[config.mk]
export PLATFORM = sky130hd
export DESIGN_NAME = seg7_scan_decoder
export DESIGN_NICKNAME = d
export VERILOG_FILES = /design/src/rtl/seg7_scan_decoder.sv
export SDC_FILE = /design/constraint.sdc
export NUM_CORES = 1
export LEC_CHECK = 0
export ABC_AREA = 0
export CORE_UTILIZATION = 45
export CTS_CLUSTER_DIAMETER = 150
export DETAILED_ROUTE_END_ITERATION = 16
export GPL_TIMING_DRIVEN = 0
export MAX_ROUTING_LAYER = met4
export PLACE_DENSITY = 0.69
export SYNTH_ARGS = -nofsm -noshare
export SYNTH_HDL_FRONTEND = slang
export SYNTH_SLANG_ARGS = --single-unit
[constraint.sdc]
create_clock -name clk -period 2.4 [get_ports clk]
set_clock_uncertainty 0.2 [all_clocks]
set_input_delay 0.48 -clock clk [delete_from_list [all_inputs] [get_ports clk]]
set_output_delay 0.48 -clock clk [all_outputs]
set_load 0.01 [all_outputs]
[src/rtl/seg7_scan_decoder.sv]
// -----------------------------------------------------------------------------
// seg7_scan_decoder
//
// Watches a multiplexed, active-low seven-segment display bus and rebuilds
// the hex value shown on each digit. A pattern is accepted only after it has
// been stable for STABLE_CYCLES consecutive registered samples. Unknown glyphs
// and illegal digit enables are flagged.
//
// Optional feature macro: SEG7_DEC_ALT7_EN
//   When defined, the glyph 0x07 (seven drawn without segment f) is also
//   decoded as nibble 7. When undefined, 0x07 is an unknown glyph.
//
// Parameters
//   DIGITS        number of multiplexed digits (1..8)
//   STABLE_CYCLES identical samples needed before a commit (>= 2)
//
// Ports
//   clk         clock, all state changes on the rising edge
//   rst         synchronous active-high reset
//   an_n        digit enables, active low, one low bit selects a digit
//   seg_n       segments, active low: bit 7 = dp, bits 6..0 = g,f,e,d,c,b,a
//   value       decoded nibbles, digit d at [4d+3:4d]
//   dp          decimal point per digit (1 = lit)
//   digit_ok    1 = last commit for that digit was a known glyph
//   update      one-cycle pulse on each successful commit
//   err         one-cycle pulse on an unknown glyph or illegal an_n
//   frame_done  one-cycle pulse when every digit has been committed
//   frame_valid &digit_ok captured at the last frame_done
// -----------------------------------------------------------------------------
module seg7_scan_decoder #(
    parameter int DIGITS        = 4,
    parameter int STABLE_CYCLES = 4
) (
    input  logic                  clk,
    input  logic                  rst,
    input  logic [DIGITS-1:0]     an_n,
    input  logic [7:0]            seg_n,
    output logic [4*DIGITS-1:0]   value,
    output logic [DIGITS-1:0]     dp,
    output logic [DIGITS-1:0]     digit_ok,
    output logic                  update,
    output logic                  err,
    output logic                  frame_done,
    output logic                  frame_valid
);

    localparam int CW = $clog2(STABLE_CYCLES + 1);
    localparam int IW = (DIGITS > 1) ? $clog2(DIGITS) : 1;

    typedef enum logic [1:0] {
        IDLE  = 2'd0,
        TRACK = 2'd1,
        HOLD  = 2'd2
    } state_t;

    // Registered copies of the display pins.
    logic [DIGITS-1:0] an_reg;
    logic [7:0]        seg_reg;

    state_t            state_reg, state_next;
    logic [CW-1:0]     count_reg, count_next;

    logic [DIGITS-1:0] seen_reg, seen_next;
    logic [DIGITS-1:0] digit_ok_reg, digit_ok_next;
    logic [DIGITS-1:0] digit_hit;
    logic              update_reg, err_reg, frame_done_reg, frame_valid_reg;

    logic              samp_legal;
    logic              samp_multi_low;
    logic              prev_illegal;
    logic              samp_same;
    logic              commit;
    logic              illegal_err;
    logic              frame_complete;

    logic [6:0]        glyph;
    logic              glyph_known;
    logic [3:0]        glyph_nib;
    logic [IW-1:0]     digit_idx;

    // -------------------------------------------------------------------------
    // Input capture
    // -------------------------------------------------------------------------
    always_ff @(posedge clk) begin
        if (rst) begin
            an_reg  <= '1;
            seg_reg <= '1;
        end else begin
            an_reg  <= an_n;
            seg_reg <= seg_n;
        end
    end

    // -------------------------------------------------------------------------
    // Sample classification
    //
    // The FSM judges each sample on the same edge that loads it into
    // an_reg/seg_reg, so state_reg and count_reg always describe the run that
    // ends with the current contents of the input registers. count_reg is
    // therefore the number of identical registered samples, and a commit lands
    // on the edge that registers the STABLE_CYCLES-th one.
    // -------------------------------------------------------------------------
    always_comb begin
        samp_legal     = $onehot(~an_n);
        samp_multi_low = !samp_legal && !(&an_n);
        prev_illegal   = !$onehot(~an_reg) && !(&an_reg);
        samp_same      = (an_n == an_reg) && (seg_n == seg_reg);
    end

    // -------------------------------------------------------------------------
    // FSM next state
    // -------------------------------------------------------------------------
    always_comb begin
        state_next  = state_reg;
        count_next  = count_reg;
        commit      = 1'b0;
        illegal_err = 1'b0;

        if (state_reg != IDLE && samp_same) begin
            if (state_reg == TRACK) begin
                if (count_reg == CW'(STABLE_CYCLES - 1)) begin
                    count_next = CW'(STABLE_CYCLES);
                    commit     = 1'b1;
                    state_next = HOLD;
                end else begin
                    count_next = count_reg + CW'(1);
                end
            end
            // HOLD with an unchanged sample: nothing to do, never recommit.
        end else if (samp_legal) begin
            // New legal sample (from IDLE, or a change while tracking/holding).
            state_next = TRACK;
            count_next = CW'(1);
        end else begin
            // Dead time or multiple enables. Only the first illegal sample
            // of a stretch raises err, so a held illegal pattern pulses once.
            state_next  = IDLE;
            count_next  = '0;
            illegal_err = samp_multi_low && !prev_illegal;
        end
    end

    always_ff @(posedge clk) begin
        if (rst) begin
            state_reg <= IDLE;
            count_reg <= '0;
        end else begin
            state_reg <= state_next;
            count_reg <= count_next;
        end
    end

    // -------------------------------------------------------------------------
    // Glyph decode and digit index. A commit only happens when the incoming
    // sample equals the registered one, so the registered copy is decoded.
    // -------------------------------------------------------------------------
    always_comb begin
        glyph       = ~seg_reg[6:0];
        glyph_known = 1'b1;
        glyph_nib   = 4'h0;
        case (glyph)
            7'h3F: glyph_nib = 4'h0;
            7'h06: glyph_nib = 4'h1;
            7'h5B: glyph_nib = 4'h2;
            7'h4F: glyph_nib = 4'h3;
            7'h66: glyph_nib = 4'h4;
            7'h6D: glyph_nib = 4'h5;
            7'h7D: glyph_nib = 4'h6;
            7'h27: glyph_nib = 4'h7;
            7'h7F: glyph_nib = 4'h8;
            7'h6F: glyph_nib = 4'h9;
            7'h77: glyph_nib = 4'hA;
            7'h7C: glyph_nib = 4'hB;
            7'h39: glyph_nib = 4'hC;
            7'h5E: glyph_nib = 4'hD;
            7'h79: glyph_nib = 4'hE;
            7'h71: glyph_nib = 4'hF;
`ifdef SEG7_DEC_ALT7_EN
            7'h07: glyph_nib = 4'h7;
`endif
            default: glyph_known = 1'b0;
        endcase
    end

    always_comb begin
        digit_idx = '0;
        for (int i = 0; i < DIGITS; i++) begin
            if (!an_reg[i]) begin
                digit_idx = IW'(i);
            end
        end
    end

    // -------------------------------------------------------------------------
    // Per-digit storage
    // -------------------------------------------------------------------------
    generate
        for (genvar gi = 0; gi < DIGITS; gi++) begin : g_digit
            logic [3:0] nib_reg;
            logic       dp_bit_reg;

            assign digit_hit[gi]     = commit && (digit_idx == IW'(gi));
            assign digit_ok_next[gi] = digit_hit[gi] ? glyph_known : digit_ok_reg[gi];
            assign seen_next[gi]     = seen_reg[gi] | digit_hit[gi];

            always_ff @(posedge clk) begin
                if (rst) begin
                    nib_reg    <= 4'h0;
                    dp_bit_reg <= 1'b0;
                end else if (digit_hit[gi] && glyph_known) begin
                    nib_reg    <= glyph_nib;
                    dp_bit_reg <= ~seg_reg[7];
                end
            end

            assign value[4*gi +: 4] = nib_reg;
            assign dp[gi]           = dp_bit_reg;
        end
    endgenerate

    // -------------------------------------------------------------------------
    // Pulses and frame tracking
    // -------------------------------------------------------------------------
    assign frame_complete = commit && (&seen_next);

    always_ff @(posedge clk) begin
        if (rst) begin
            digit_ok_reg    <= '0;
            seen_reg        <= '0;
            update_reg      <= 1'b0;
            err_reg         <= 1'b0;
            frame_done_reg  <= 1'b0;
            frame_valid_reg <= 1'b0;
        end else begin
            digit_ok_reg   <= digit_ok_next;
            seen_reg       <= frame_complete ? '0 : seen_next;
            update_reg     <= commit && glyph_known;
            err_reg        <= illegal_err || (commit && !glyph_known);
            frame_done_reg <= frame_complete;
            if (frame_complete) begin
                frame_valid_reg <= &digit_ok_next;
            end
        end
    end

    assign digit_ok    = digit_ok_reg;
    assign update      = update_reg;
    assign err         = err_reg;
    assign frame_done  = frame_done_reg;
    assign frame_valid = frame_valid_reg;

endmodule

After elaboration in Yosys (flattened, before gate mapping) --
Index checks and enable logic that the tools add are counted.
Word-level totals: memories kept 0, logic and storage cells 114, input port bits 14, bits in latches 0, output and inout bits 28, memory bits (read-only) 0, bits in registers 49, bits in writable memories 0
Cells by class: $mul 0, shift operators 0, magnitude comparators 0, mux-type cells 22, divide/modulo/power cells 0, $add $sub $neg 7, reduce and logical (&&, ||, !) cells 32, eq/ne operators 27, bitwise operators 8
Operators with widths (count):
- $eq 7x7->1 const B | 12
- $pmux 4 s15 | 1
- $eq 7x6->1 const B | 3
- $logic_and 1x1->1 | 16
- $reduce_and 4->1 | 4
- $reduce_or 16->1 | 1
- $mux 1 | 13
- $mux 2 | 5
- $mux 3 | 3
- $add 1x1->2 | 4
- $eq 8x8->1 | 1
- $not 4->4 | 2
- $eq 7x3->1 const B | 1
- $not 7->7 | 1
- $add 2x2->3 | 2
- $eq 3x1->1 const B | 2
- $logic_not 1->1 | 6
- $eq 2x1->1 const B | 2
- $eq 2x2->1 const B | 2
- $eq 4x4->1 | 1
- $ne 2x1->1 const B | 2
- $or 1x1->1 | 4
- $add 3x1->3 const B | 1
- $eq 3x2->1 const B | 1
- 6 further kinds | 6

Longest topological paths before layout --
depth in word-level cells 11, depth in mapped cells 10, mapped depth without buffers 8

Least setup slack after synthesis --
Ideal clock, no wire load.
kind in2reg, start point in an_n[0], end point reg err_reg, in the netlist err, required time 2.080 ns, arrival 1.892 ns, path buffers 0, cell stages on the path 8, setup time 0.120 ns, setup slack 0.187 ns, cells stage by stage fa_1 inv_1 ha_1 ha_1 nor3b_1 a31oi_1 nand4_1 o41ai_1
On the way: longest elaborated chain between the ends 10, elaborated cells between the ends (all ways) 17, those cells by class add/sub (2); eq/ne (2); mux (3); bitwise (1); reduce/logical (9)
RTL lines:
- start, declared | line 36 | input logic [DIGITS-1:0] an_n,
- $not 4->4 | line 104 | samp_legal = $onehot(~an_n);
- $add 1x1->2 (implied by the code) | line 104
- $add 2x2->3 (implied by the code) | line 104
- $eq 3x1->1 | line 104
- $logic_not 1->1 | line 105 | samp_multi_low = !samp_legal && !(&an_n);
- $logic_and 1x1->1 | line 105
- $logic_and 1x1->1 | line 139 | illegal_err = samp_multi_low && !prev_illegal;
- $mux 1 | line 130 | end else if (samp_legal) begin
- $mux 1 | line 119 | if (state_reg != IDLE && samp_same) begin
- $logic_or 1x1->1 * | line 238 | err_reg <= illegal_err || (commit && !glyph_known);
- end signal, assigned | line 238
- end, declared | line 66 | logic update_reg, err_reg, frame_done_reg, frame_valid_reg;
Every way passes the cells marked *; elsewhere a longest branch is shown, timed or not. A chain may end at the register's enable or synchronous reset.

Final worst setup path --
start point reg seg_reg[0], end point reg g_digit[3].dp_bit_reg
On the way: longest elaborated chain between the ends 6, elaborated cells between the ends (all ways) 25, those cells by class eq/ne (17); mux (2); bitwise (1); reduce/logical (5)
RTL lines:
- start, declared | line 58 | logic [7:0] seg_reg;
- start signal, assigned | line 90 | seg_reg <= seg_n;
- parallel branches: the longest is 5 deep, another holds $reduce_or 16->1
- $logic_and 1x1->1 * | line 210 | end else if (digit_hit[gi] && glyph_known) begin
- end signal, assigned | line 212 | dp_bit_reg <= ~seg_reg[7];
- end, declared | line 200 | logic dp_bit_reg;
Mark *: on every way between the ends.

==> metrics.yaml <==
status: "finished clean"
cp-start-kind: "flip-flop"
powerDensity_nw_per_um2: 453
ioPinCount: 42
synth_top_cell_by_area: "dfxtp_1"
io_buffers: 41
synthesis.area_sq_um: 2720
grt_usage_pct: 23.8
clock-sinks: 49
die_area_sq_um: 6350
grt-busiest-layer: "met2"
drive_above_1_share_pct: 21.2
tritoncts: "built"
maxSlewViolCount: 0
maxCapViolations: 0
die_y_microns: 79.7
r2r_cells: 6
via_per_inst: 5.74
path_cells: "or4b_4, o311ai_4, nor4_4, buf_4, or3_1, a21oi_2"
final_cells: 449
tightest_slew_ps: 548
critPathArrivalTime_ps: 2390
start_util_pct: 47.9
dp_hpwl_microns: 5060
ys.flop_type: "dfxtp_1"
die_w_microns: 79.7
synthTopCellsByArea: "dfxtp_1, a21oi_1, o21ai_0"
met1_usage_pct: 33.1
r2r_start: "seg_reg[0]"
grt.met2_usage_pct: 36.0
finalHoldViolCount: 0
ys_ff_latch: 49
cts.clk_slew.worst_paths_ps: 90
areaGrowthSynthToFinish_pct: 29.2
place_congestion: 0.917
crit_start: "seg_reg[0]"
multi_input_area_sq_um: 1640
p_leak_nw: 1.32
syn_inst: 321
r2r_end: "g_digit[3].dp_bit_reg"
root_buffer: "clkbuf_8"
ir_drop_uv: 323
dpl.cell_count: 434
hp-class: "input port to flip-flop"
clock_latency_ps: 310
cp.required_ps: 2440
async_flop_share_pct: 0
period_share_pct: 98.2
slowest_stage: "or4b_4"
grt_max_degree: 18
end_kind: "flip-flop"
global_route.usage.met3_pct: 3.54
max_slew_margin_pct: 63.5
layout_min_cycle_time_ps: 2360
grt_pass1_vias: 2285
synth_area_per_cell_sq_um: 8.46
routed_wl_microns: 7050
setup_viol: 0
n_antenna_cell: 0
drt_pass1_iterations: 4
ant_nets: 0
largest_reg_flops: 16
grt_pass1_wl_microns: 11400
drc_errors: 0
critical_path_class: "flip-flop to flip-flop"
post_drt_wl_per_cell_microns: 15.7
synth_top_area_share_pct: 36.1
synth_edf_count: 0
syn_nets: 345
dp_slack_ps: -695
reg2reg_slack_ps: 40
layout.nets: 400
path_max_fanout: 9
synth.distinct_cells: 59
setup_ws_ps: 43.8
seqCellArea_sq_um: 986
cts_made_buffers: 5
drtIter0Drc: 115
clk_path_buf_depth: 2
rows: 27
nFillCells: 509
ys.warnings.count: 0
worstSetupEndpoint: "g_digit[3].dp_bit_reg"
cts_max_level: 2
hold_start: "seg_n[7]"
vias: 2577
core_area_sq_um: 5680
fmax_mhz: 424
cpPeakStageDelay_ps: 560
grt.overflow.total: 0
grt_antenna_before_repair: 0
ys_seq_area_share_pct: 36.1
where the power goes:
group	total [W]	internal [W]	switching (W)
Combinational	0.000223	0.0000983	0.000125
Sequential	0.000850	0.000830	0.0000200
Clock	0.000516	0.000213	0.000303
what timing repair did:
action | in CTS | in global routing
setup buffers | 2 | 7
setup endpoints to repair | 37 | 33
gates resized for setup | 9 | 38
gates cloned | 0 | 0
hold buffers | 0 | 0
pin swaps | 4 | 12
placed cells by master, fill, tap and decap left out, types with 3 or more instances in the layout:
| cell type | count |
|---|---|
| nand3_4 | 4 |
| nor2_1 | 15 |
| xor2_1 | 7 |
| buf_6 | 4 |
| dfxtp_1 | 45 |
| a211oi_1 | 3 |
| or2_2 | 8 |
| nand3_1 | 19 |
| a21oi_2 | 4 |
| nor3b_1 | 4 |
| clkbuf_4 | 3 |
| ha_1 | 8 |
| and3b_1 | 3 |
| nor3_1 | 7 |
| or3_1 | 4 |
| inv_1 | 14 |
| and3_1 | 6 |
| nand2_1 | 19 |
| clkbuf_8 | 5 |
| dfxtp_2 | 4 |
| nor2b_1 | 6 |
| buf_2 | 6 |
| xnor2_1 | 3 |
| clkbuf_1 | 4 |
| buf_4 | 17 |
| clkdlybuf4s50_1 | 35 |
| o21ai_0 | 20 |
| nand4_1 | 7 |
| o21ai_1 | 5 |
| dlymetal6s2s_1 | 3 |
| o21a_1 | 5 |
| nor4b_1 | 3 |
| a21oi_1 | 24 |
metrics by stage:
stage | power [W] | util [%] | hold slack [ps] | instance area (sq um) | setup TNS (ps)
finish | 0.00159 | 61.8 | 223 | 3510 | 0
CTS | 0.00158 | 58.9 | 280 | 3340 | 0
global placement | 0.00107 | 56.7 | 251 | 3220 | -19060
floorplan | 0.000999 | - | 240 | 2720 | 0
detailed placement | 0.00107 | 56.7 | 264 | 3220 | -19660
global route | 0.00166 | 61.8 | 248 | 3510 | -46.4
how the worst min path moves through the flow:
| stage | endpoint | slack (ps) | cells after the start |
|---|---|---|---|
| 3_5_place_dp | seen_reg[0] | 260 | 1 |
| 5_1_grt | seg_reg[7] | 250 | 3 |
| 3_3_place_gp | seen_reg[0] | 250 | 1 |
| 4_1_cts | g_digit[1].nib_reg[1] | 280 | 2 |
| 2_1_floorplan | seen_reg[0] | 240 | 1 |
| 6_report | seg_reg[7] | 220 | 3 |
final cells by class:
class | instances | share of cell area (%)
clock inverter | 3 | 0.713
sequential | 49 | 28.1
clock buffer | 5 | 1.96
inverter | 14 | 1.50
multi-input combinational | 231 | 46.6
tap | 72 | 2.57
buffer | 25 | 4.92
timing repair buffer | 50 | 13.6
routing by layer:
layer  vias to the layer above  part of all wire [%]
li1                       1260                     -
met5                         -                     0
met4                         0                  0.81
met2                        61                    48
met3                         5                   4.2
met1                      1251                    47
cells by family (layout without fill, tap and decap cells):
family | Yosys count | in the layout | share of synthesized area (%)
compound gates | 82 | 82 | 19.1
xor+xnor | 11 | 11 | 3.55
fa+ha+maj | 10 | 10 | 5.16
buf+inv | 41 | 97 | 8.06
flops | 49 | 49 | 36.1
mux | 2 | 2 | 0.783
simple gates | 126 | 126 | 27.3
worst max-delay path: cells and delay by family, from the launching register on:
| family | cells | cell delay (ps) |
|---|---|---|
| buffers and inverters | 1 | 160 |
| AND/OR/NAND/NOR | 3 | 1030 |
| AO/OA/AOI/OAI | 2 | 510 |
| flip-flops | 1 | 370 |
synthesized netlist by cell type (2+ instances only):
library cell and number:
nand3_2 3, nand3_1 20, inv_1 14, nand3b_1 2, nand4_1 7, a21oi_1 28
nor3b_1 6, nor4_1 3, o31ai_1 2, or3_1 6, nor3_1 7, o21a_1 6
buf_2 13, and3_1 6, buf_4 7, and4_1 2, o21ai_1 3, nor4b_1 3
a211oi_1 3, a31oi_1 2, buf_6 3, o221ai_1 2, o21ai_0 22, dfxtp_1 49
and3b_1 3, nor2_1 15, ha_1 8, nand2_1 20, xnor2_1 3, xor2_1 8
nor2b_1 6, clkbuf_1 4, or2_2 8, fa_1 2
Note: power is estimated with default switching activity, not from simulation.
